**config.mk**
```make
export PLATFORM = sky130hd
export DESIGN_NAME = rot_out_fifo
export DESIGN_NICKNAME = d
export VERILOG_FILES = /design/src/rtl/rot_out_fifo.sv
export SDC_FILE = /design/constraint.sdc
export NUM_CORES = 1
export LEC_CHECK = 0
export CAP_MARGIN = 25
export CORE_ASPECT_RATIO = 1.5
export CORE_MARGIN = 10
export CORE_UTILIZATION = 50
export CTS_CLUSTER_SIZE = 12
export DETAILED_ROUTE_END_ITERATION = 10
export GPL_ROUTABILITY_DRIVEN = 0
export PLACE_DENSITY = 0.75
export SKIP_LAST_GASP = 1
export SLEW_MARGIN = 15
export SYNTH_ARGS = -nofsm -noshare
export SYNTH_HDL_FRONTEND = slang
export SYNTH_SLANG_ARGS = --single-unit
```
**constraint.sdc**
```tcl
create_clock -name clk -period 2.7 [get_ports clk]
set_clock_uncertainty 0.2 [all_clocks]
set_input_delay 0.81 -clock clk [delete_from_list [all_inputs] [get_ports clk]]
set_output_delay 0.81 -clock clk [all_outputs]
set_load 0.05 [all_outputs]
```
**src/rtl/rot_out_fifo.sv**
```systemverilog
// Show-ahead FIFO buffering the 4-bit rotator output stream for a slower consumer.
// Reports occupancy and keeps a sticky flag for any word dropped while full.
module rot_out_fifo #(
    parameter int WIDTH = 4,
    parameter int DEPTH = 4,
    parameter int AW    = 2
) (
    input  logic             clk,
    input  logic             rst_n,
    input  logic             clr,
    input  logic             in_valid,
    input  logic [WIDTH-1:0] in_data,
    output logic             in_ready,
    output logic             out_valid,
    output logic [WIDTH-1:0] out_data,
    input  logic             out_ready,
    output logic [AW:0]      count,
    output logic             overflow
);

    localparam logic [AW:0] FULL_COUNT = DEPTH[AW:0];

    logic [WIDTH-1:0] mem [DEPTH];
    logic [AW-1:0]    wr_ptr;
    logic [AW-1:0]    rd_ptr;
    logic [AW:0]      count_q;
    logic             overflow_q;
    logic             full;
    logic             empty;
    logic             push;
    logic             pop;

    // Handshake: a word moves on a posedge only when valid and ready are both
    // high on that side; valid never depends on ready, and a full FIFO refuses
    // writes even if a pop happens in the same cycle.
    assign full      = (count_q == FULL_COUNT);
    assign empty     = (count_q == '0);
    assign in_ready  = !full;
    assign out_valid = !empty;
    assign push      = in_valid && in_ready;
    assign pop       = out_valid && out_ready;

    assign out_data  = empty ? '0 : mem[rd_ptr];
    assign count     = count_q;
    assign overflow  = overflow_q;

    // Storage carries no reset; validity is tracked purely by count.
    always_ff @(posedge clk) begin
        if (push && !clr) begin
            mem[wr_ptr] <= in_data;
        end
    end

    always_ff @(posedge clk or negedge rst_n) begin
        if (!rst_n) begin
            wr_ptr     <= '0;
            rd_ptr     <= '0;
            count_q    <= '0;
            overflow_q <= 1'b0;
        end else if (clr) begin
            wr_ptr     <= '0;
            rd_ptr     <= '0;
            count_q    <= '0;
            overflow_q <= 1'b0;
        end else begin
            if (push) begin
                wr_ptr <= wr_ptr + 1'b1;
            end
            if (pop) begin
                rd_ptr <= rd_ptr + 1'b1;
            end
            if (push && !pop) begin
                count_q <= count_q + 1'b1;
            end else if (pop && !push) begin
                count_q <= count_q - 1'b1;
            end
            if (in_valid && full) begin
                overflow_q <= 1'b1;
            end
        end
    end

endmodule

```
Word level (Yosys, flattened, before mapping) --
Memories as Yosys holds them, arrays and structs flattened. Index checks and enable logic that the tools add are counted.
Operators by class: add/sub/neg operators 4, $mul 0, div/mod/pow operators 0, magnitude comparators 0, equality and inequality tests 1, shift-type cells 0, mux-type cells 12, bitwise logic cells 0, reduce and logical (&&, ||, !) cells 16
Operator list (count):
- two-way mux 3 bit | 3
- two-way mux 2 bit | 4
- logical AND 1 bit | 6
- nonzero test 2 bit | 3
- zero test 1 bit | 5
- adder 2 x 1 -> 2 bit, second input constant | 2
- two-way mux 1 bit | 4
- two-way mux 4 bit | 1
- adder 3 x 1 -> 3 bit, second input constant | 1
- equality test 3 bit, second input constant | 1
- zero test 3 bit | 1
- nonzero test 3 bit | 1
- subtractor 3 x 1 -> 3 bit, second input constant | 1
Storage, ports and cells: flip-flop bits (word level) 8, bits in latches 0, bits in writable memories 16, memory bits (read-only) 0, bits of input ports 9, output and inout bits 10, memories kept 1
Memory list:
- mem | words 4, width 4, read ports 1, clocked after Yosys merged registers in 0, write ports 1, RTL line 23 | logic [WIDTH-1:0] mem [DEPTH];

Logic depth before layout (Yosys ltp) --
Gate-level depths: netlist of run 1.
depth in word-level cells 8, gate-level depth with buffers 8, gate-level depth less buffers 7

Least setup slack after synthesis of run 1 --
No wires, ideal clock.
path type reg-to-reg, start register count_q[2], in the netlist count[2], end register count_q[2], in the netlist count[2], setup time 0.159 ns, data arrival time 2.384 ns, required time 2.341 ns, setup slack -0.042 ns, stages on the path, launching flop included 8, path buffers 0, period minus slack after synthesis 2.742 ns, path through dfrtp_1 -> nor3b_2 -> inv_2 -> and3_1 -> fa_1 -> and3b_1 -> a311oi_1 -> a211oi_1
Between the ends: elaborated cells on any way between the ends 16, those cells by class 2 x add/sub; 1 x eq/ne; 3 x mux; 10 x reduce/logical
RTL lines:
- start: declaration | RTL line 26 | logic [AW:0] count_q;
- start signal: assignment | RTL line 73 | count_q <= count_q + 1'b1;
- start signal: assignment | RTL line 75 | count_q <= count_q - 1'b1;
- equality test 3 bit (*) | RTL line 36 | assign full = (count_q == FULL_COUNT);
- zero test 1 bit (*) | RTL line 38 | assign in_ready = !full;
- net in_ready | RTL line 13 | output logic in_ready,
- logical AND 1 bit (*) | RTL line 40 | assign push = in_valid && in_ready;
- logical AND 1 bit or zero test 1 bit (tied branches) | RTL line 72, 74
- two-way mux 3 bit or logical AND 1 bit (tied branches) | RTL line 72, 74
- two-way mux 3 bit or nonzero test 3 bit (tied branches)
The timed path passes the listed nets; every way through them passes the cells marked *. The select of a mux whose other input is x is not followed. A chain may end at the register's enable or synchronous reset.

Final worst setup path of run 1 --
start register rd_ptr[0], end output out_data[0]
Between the ends: word-level cells in the longest chain between the ends 2
Ends and longest elaborated chain:
- start: declaration | RTL line 25 | logic [AW-1:0] rd_ptr;
- start signal: assignment | RTL line 70 | rd_ptr <= rd_ptr + 1'b1;
- memory read (4 x 4 bit)
- two-way mux 4 bit | RTL line 43 | assign out_data = empty ? '0 : mem[rd_ptr];
- end: declaration | RTL line 15 | output logic [WIDTH-1:0] out_data,
Every way passes these cells.

==> results of run 1 <==
## area by class of cell
type | instances | area, um^2
clock buffer | 4 | 26.3
fill | 186 | 797
inverter | 9 | 33.8
multi-input combinational | 53 | 450
sequential | 24 | 686
tap | 23 | 28.8
timing repair buffer | 26 | 238
## per-layer routing
layer  track usage  vias up  part of all wire
li1              -      378                 -
met4        0.0473        0             0.021
met5             0        -                 0
met1         0.104      362              0.39
met3        0.0252        4             0.051
met2         0.171       20              0.54
## how the worst max path moves through the flow
stage	slack, ns	startpoint	endpoint
final	0.07	rd_ptr[0]	out_data[0]
after global routing	-0.02	rd_ptr[0]	out_data[1]
after CTS	0.02	rd_ptr[0]	out_data[3]
after detailed placement	-0.16	out_ready	count[2]
after global placement	-0.08	out_ready	count[2]
after floorplan	0.09	count[0]	count[2]
## cells by family after synthesis
logic type      share of synthesized area
xor+xnor                           0.0146
buf+inv                            0.0593
mux                                0.0957
compound gates                     0.0999
flops                               0.566
simple gates                        0.106
fa+ha+maj                          0.0583
## worst min-delay path, cell delays in order (launching register included)
cell and delay (ns):
dfrtp_1 0.37, a21oi_1 0.05, nor2_1 0.08
## state kept, by name, summed over array words and instances, names as in the netlist
name      cells
mem          16
count         3
rd_ptr        2
wr_ptr        2
overflow      1
## stage by stage
step / power [uW] / setup WS (ns) / utilization / cell area, um^2
6_report: 1430 / 0.0706 / 0.647 / 1460
4_1_cts: 1430 / 0.0237 / 0.638 / 1440
3_3_place_gp: 1250 / -0.0843 / 0.626 / 1420
3_5_place_dp: 1280 / -0.155 / 0.626 / 1420
2_1_floorplan: 1050 / 0.0865 / - / 1210
5_1_grt: 1520 / -0.0173 / 0.647 / 1460
## layout by cell type, fill, tap and decap left out, types with 2 or more instances in the layout
cell type / synthesis / final
dfrtp_1: 8 / 4
buf_6: 1 / 2
dfrtp_2: 0 / 4
edfxtp_1: 16 / 16
and2_1: 4 / 4
clkdlybuf4s50_1: 0 / 10
dlymetal6s2s_1: 0 / 2
ha_1: 4 / 4
inv_1: 8 / 8
mux4_2: 4 / 4
nor2b_1: 4 / 4
nor2_1: 8 / 8
nand3_1: 2 / 2
clkbuf_4: 0 / 3
o31ai_1: 2 / 2
a21oi_1: 3 / 3
xor2_1: 2 / 2
nor3_1: 2 / 2
o21ai_0: 3 / 3
buf_4: 1 / 12
## synth_stat cells
cell	number	area [um^2]
nor2_1	8	30.0
ha_1	4	50.1
buf_6	1	11.3
nand3_1	2	10.0
mux2_4	1	15.0
inv_1	8	30.0
edfxtp_1	16	480
and3b_1	1	8.76
and2_1	4	25.0
xor2_1	2	17.5
a21o_1	1	7.51
nor3b_2	1	12.5
clkbuf_1	1	3.75
buf_2	3	15.0
and3_1	1	6.26
a211o_1	1	8.76
nor3_1	2	10.0
a21oi_1	3	15.0
nor2b_1	4	25.0
buf_4	1	7.51
o21a_1	1	7.51
o21ai_0	3	15.0
dfrtp_1	8	200
a31o_2	1	8.76
inv_2	1	3.75
mux4_2	4	90.1
fa_1	1	20.0
o211ai_1	1	7.51
a211oi_1	1	7.51
o311ai_0	1	8.76
mux2i_1	1	10.0
o31ai_1	2	15.0
a311oi_1	1	8.76
o211a_1	1	10.0
## power groups by stage
| stage | sequential [uW] | clock (uW) | combinational, uW |
|---|---|---|---|
| after floorplan | 547 | 0 | 502 |
| after global placement | 531 | 0 | 722 |
| after detailed placement | 537 | 0 | 742 |
| after CTS | 529 | 162 | 744 |
| after global routing | 536 | 177 | 810 |
| final | 526 | 154 | 754 |
## timing repair
item	in CTS	in global routing
hold buffers	0	0
setup endpoints to repair	4	6
gates resized for setup	1	4
setup buffers	0	1
==> impl_metrics.yaml, run 1 <==
outcome:
  outcome: "complete, no violations"
grt:
  grt_pass1_vias: 792
  grt_usage: 0.0980
  grt_max_degree: 14
  grt_pass1_wl_um: 3660
  antenna_found_initial: 0
  grt.overflow.total: 0
route:
  drt-total-wl_um: 2200
  drt_iter0_drc: 19
  drt_pass1_iterations: 4
  route.detailed.drc: 0
  ant_nets: 0
  wire_per_inst_um: 15.8
  via_count: 764
  viasPerCell: 5.50
placed_design:
  port_buffers: 18
  dp_hpwl_um: 1780
  place_inst: 134
worst_setup_path:
  crit_path_end_kind: "primary output"
  cp_top_family: "multiplexers"
  crit_arrival_ns: 1.62
  setup.worst_path.start_class: "flip-flop"
  path_buf_inv: 1
  path_max_fanout: 6
  ff2ff_setup_slack_ns: 0.32
  worst-setup-path-type: "reg -> out"
  cpMaxStageDelayCell: "mux4_2"
  cp.depth: 3
  worstReg2RegStart: "count[1]"
  crit_required_ns: 1.69
  r2r_cells: 7
  critPathMaxStageDelay_ns: 0.51
  crit_chain: "mux4_2, nor2b_1, buf_4"
  reg2reg_to: "count[2]"
floorplan:
  coreArea_um2: 2260
  pin_count: 19
  die-height_um: 80.1
  start_util: 0.532
  die_area_um2: 4810
  die_x_um: 60.0
  rows: 21
timing:
  period_share: 0.974
  tightest_slew_ns: 0.509
  setup_viol: 0
  drv_slew: 0
  hold_viol: 0
  hold_slack_ns: 0.323
  period_minus_slack_ns: 2.63
  max_clock_freq_mhz: 380
  slew_headroom: 0.660
  rsz0062_at_grt: "true"
  fin_setup_tns_ns: 0
synthesis:
  synth-warning-count: 0
  synth-seq-area-share: 0.566
  synth_cell_types: 34
  syn_avg_cell_area_um2: 13.1
  ys_seq_elements: 24
  syn_inst: 92
  synth_fp_nets: 106
  syn_area_um2: 1200
finish:
  fin_nets: 131
  syn_to_final_growth_pct: 21.6
  layout-drive-gt1-share: 0.250
  diodes: 0
  instances_no_fill: 139
pwr:
  power_frac_seq: 0.367
  power_leakage_uw: 0.000623
  swShare: 0.436
  p_int_uw: 809
  peakVddDrop_uv: 469
  power_density_nw_per_um2: 981
  p_switching_uw: 626
  power_frac_clock: 0.108
  combinationalPowerShare: 0.526
hold_path:
  hold_path_end: "overflow"
  hold_path_class: "reg -> reg"
  hold_depth: 2
  min_from: "overflow"
job:
  max-cap-violations: 0
cts:
  root_buffer: "clkbuf_4"
  clk_pin_slew_ns: 0.12
  h-tree-depth: 1
  cts_tree: "built"
  numClockSinks: 24
  cts_buffers: 3
  clock_latency_ns: 0.31
  clock_path_buffers: 2
(Power assumes the default switching activity.)
==> inputs of run 2 (changes only) <==
--- a/config.mk
+++ b/config.mk
@@ -7,12 +7,12 @@
 export LEC_CHECK = 0
 export CAP_MARGIN = 25
 export CORE_ASPECT_RATIO = 1.5
-export CORE_MARGIN = 10
 export CORE_UTILIZATION = 50
 export CTS_CLUSTER_SIZE = 12
 export DETAILED_ROUTE_END_ITERATION = 10
 export GPL_ROUTABILITY_DRIVEN = 0
 export PLACE_DENSITY = 0.75
+export SETUP_SLACK_MARGIN = 0.2
 export SKIP_LAST_GASP = 1
 export SLEW_MARGIN = 15
 export SYNTH_ARGS = -nofsm -noshare
==> impl_metrics.yaml, run 2 (same netlist as run 1, synthesis figures left out) <==
finish:
  layout-drive-gt1-share: 0.361
  instances_no_fill: 142
  regMostFlops: "mem"
  fin_nets: 134
  syn_to_final_growth_pct: 29.3
  nFillCells: 172
  largest_register_ffs: 16
  mostFrequentLayoutCells: "edfxtp_1, buf_4, inv_1, nor2_1, clkdlybuf4s50_1"
  diodes: 0
  final_common_cell: "edfxtp_1"
placed_design:
  port_buffers: 18
  place_inst: 132
  dp_hpwl_um: 1570
floorplan:
  rows: 21
  pin_count: 19
  die-height_um: 62.1
  start_util: 0.532
  die_x_um: 42.0
  die_area_um2: 2610
  coreArea_um2: 2260
timing:
  tightest_slew_ns: 0.496
  hold_viol: 0
  drv_slew: 0
  rsz0062_at_grt: "true"
  slew_headroom: 0.669
  setup_viol: 0
  max_clock_freq_mhz: 383
  period_share: 0.968
  period_minus_slack_ns: 2.61
pwr:
  power_frac_seq: 0.327
  power_frac_clock: 0.100
  combinationalPowerShare: 0.573
  swShare: 0.435
  peakVddDrop_uv: 531
  p_int_uw: 899
  power_leakage_uw: 0.000665
  power_density_nw_per_um2: 1020
  p_switching_uw: 692
  finalPower_uw: 1590
grt:
  antenna_found_initial: 0
  grt.overflow.total: 0
  grt_pass1_vias: 733
  grt_max_degree: 14
  grt_pass1_wl_um: 3250
  grt_usage: 0.170
route:
  route.detailed.drc: 0
  via_count: 797
  drt_pass1_iterations: 4
  drt_iter0_drc: 20
  viasPerCell: 5.61
  drt-total-wl_um: 2200
  ant_nets: 0
  wire_per_inst_um: 15.5
cts:
  h-tree-depth: 1
  numClockSinks: 24
  clk_pin_slew_ns: 0.12
  clock_latency_ns: 0.31
  clock_path_buffers: 2
  root_buffer: "clkbuf_4"
  cts_buffers: 3
  cts_tree: "built"
hold_path:
  hold_depth: 2
  hold_path_class: "reg -> reg"
  hold_path_end: "overflow"
  min_from: "overflow"
worst_setup_path:
  cp_top_family: "multiplexers"
  crit_path_end_kind: "primary output"
  r2r_cells: 7
  ff2ff_setup_slack_ns: 0.44
  worstReg2RegStart: "count[2]"
  critPathMaxStageDelay_ns: 0.52
  setup.worst_path.start_class: "flip-flop"
  cpMaxStageDelayCell: "mux4_2"
  crit_required_ns: 1.69
  crit_chain: "mux4_2, nor2b_4, buf_6"
  crit_arrival_ns: 1.60
  worst-setup-path-type: "reg -> out"
  path_buf_inv: 1
  reg2reg_to: "count[2]"
  path_max_fanout: 6
outcome:
  outcome: "complete, no violations"
job:
  max-cap-violations: 0
[run 2: cell count changes in the layout (fill, tap and decap cells not counted), moves of 2 or more]
cell	previous run	this run
nor2b_1	4	0
buf_6	2	5
clkdlybuf4s50_1	10	8
dlygate4sd2_1	0	3
nor2b_4	0	4
[run 2: repair_timing]
item                                    4_1_cts  5_1_grt
pin swaps                                     2        3
hold buffers                                  0        0
endpoints found under the setup margin        8        7
setup buffers                                 1        5
gates resized for setup                      13       11
[run 2: cell type report]
type / instances / area (um^2) / share of cell area
clock buffers: 4 / 26.3 / 0.0169
inverters: 9 / 36.3 / 0.0233
multi-input cells: 53 / 515 / 0.331
flip-flops and latches: 24 / 686 / 0.441
well taps: 23 / 28.8 / 0.0185
repair buffers: 29 / 263 / 0.169
[run 2: worst register-to-register path, cell delays in order (launching register included)]
cell	delay, ns
dfrtp_2	0.49
nor3b_4	0.35
inv_4	0.06
and3_4	0.18
fa_2	0.34
and3b_2	0.22
a21o_1	0.17
a211oi_2	0.18
[run 2: routing by layer]
| metal | vias to the layer above | share of wire | track usage |
|---|---|---|---|
| met5 | - | 0 | 0 |
| met4 | 0 | 0.022 | 0.0804 |
| met3 | 5 | 0.030 | 0.0231 |
| met2 | 19 | 0.56 | 0.324 |
| met1 | 386 | 0.39 | 0.190 |
| li1 | 387 | - | - |
[run 2: power groups by stage]
| stage | combinational [uW] | sequential [uW] | clock [uW] |
|---|---|---|---|
| 2_1_floorplan | 526 | 548 | 0 |
| 3_3_place_gp | 720 | 536 | 0 |
| 4_1_cts | 792 | 534 | 159 |
| 6_report | 913 | 521 | 159 |
| 5_1_grt | 959 | 531 | 176 |
| 3_5_place_dp | 737 | 541 | 0 |
[run 2: worst max path at each step]
stage,start,end,slack (ns),cells past startpoint
detailed placement,out_ready,count[2],-0.18,7
CTS,rd_ptr[0],out_data[0],0.03,3
floorplan,rd_ptr[0],out_data[2],0.16,3
global placement,out_ready,count[2],-0.09,7
global route,rd_ptr[0],out_data[2],0.03,3
finish,rd_ptr[0],out_data[2],0.09,3
[run 2: stage by stage]
step	setup TNS, ns	area (um^2)	hold slack (ns)	setup WS (ns)	utilization
after floorplan	0	1220	0.314	0.156	-
after global placement	-0.0855	1410	0.285	-0.0855	0.626
after detailed placement	-0.183	1410	0.296	-0.183	0.626
after CTS	0	1480	0.326	0.0267	0.654
after global routing	0	1560	0.327	0.0291	0.688
final	0	1560	0.316	0.0872	0.688
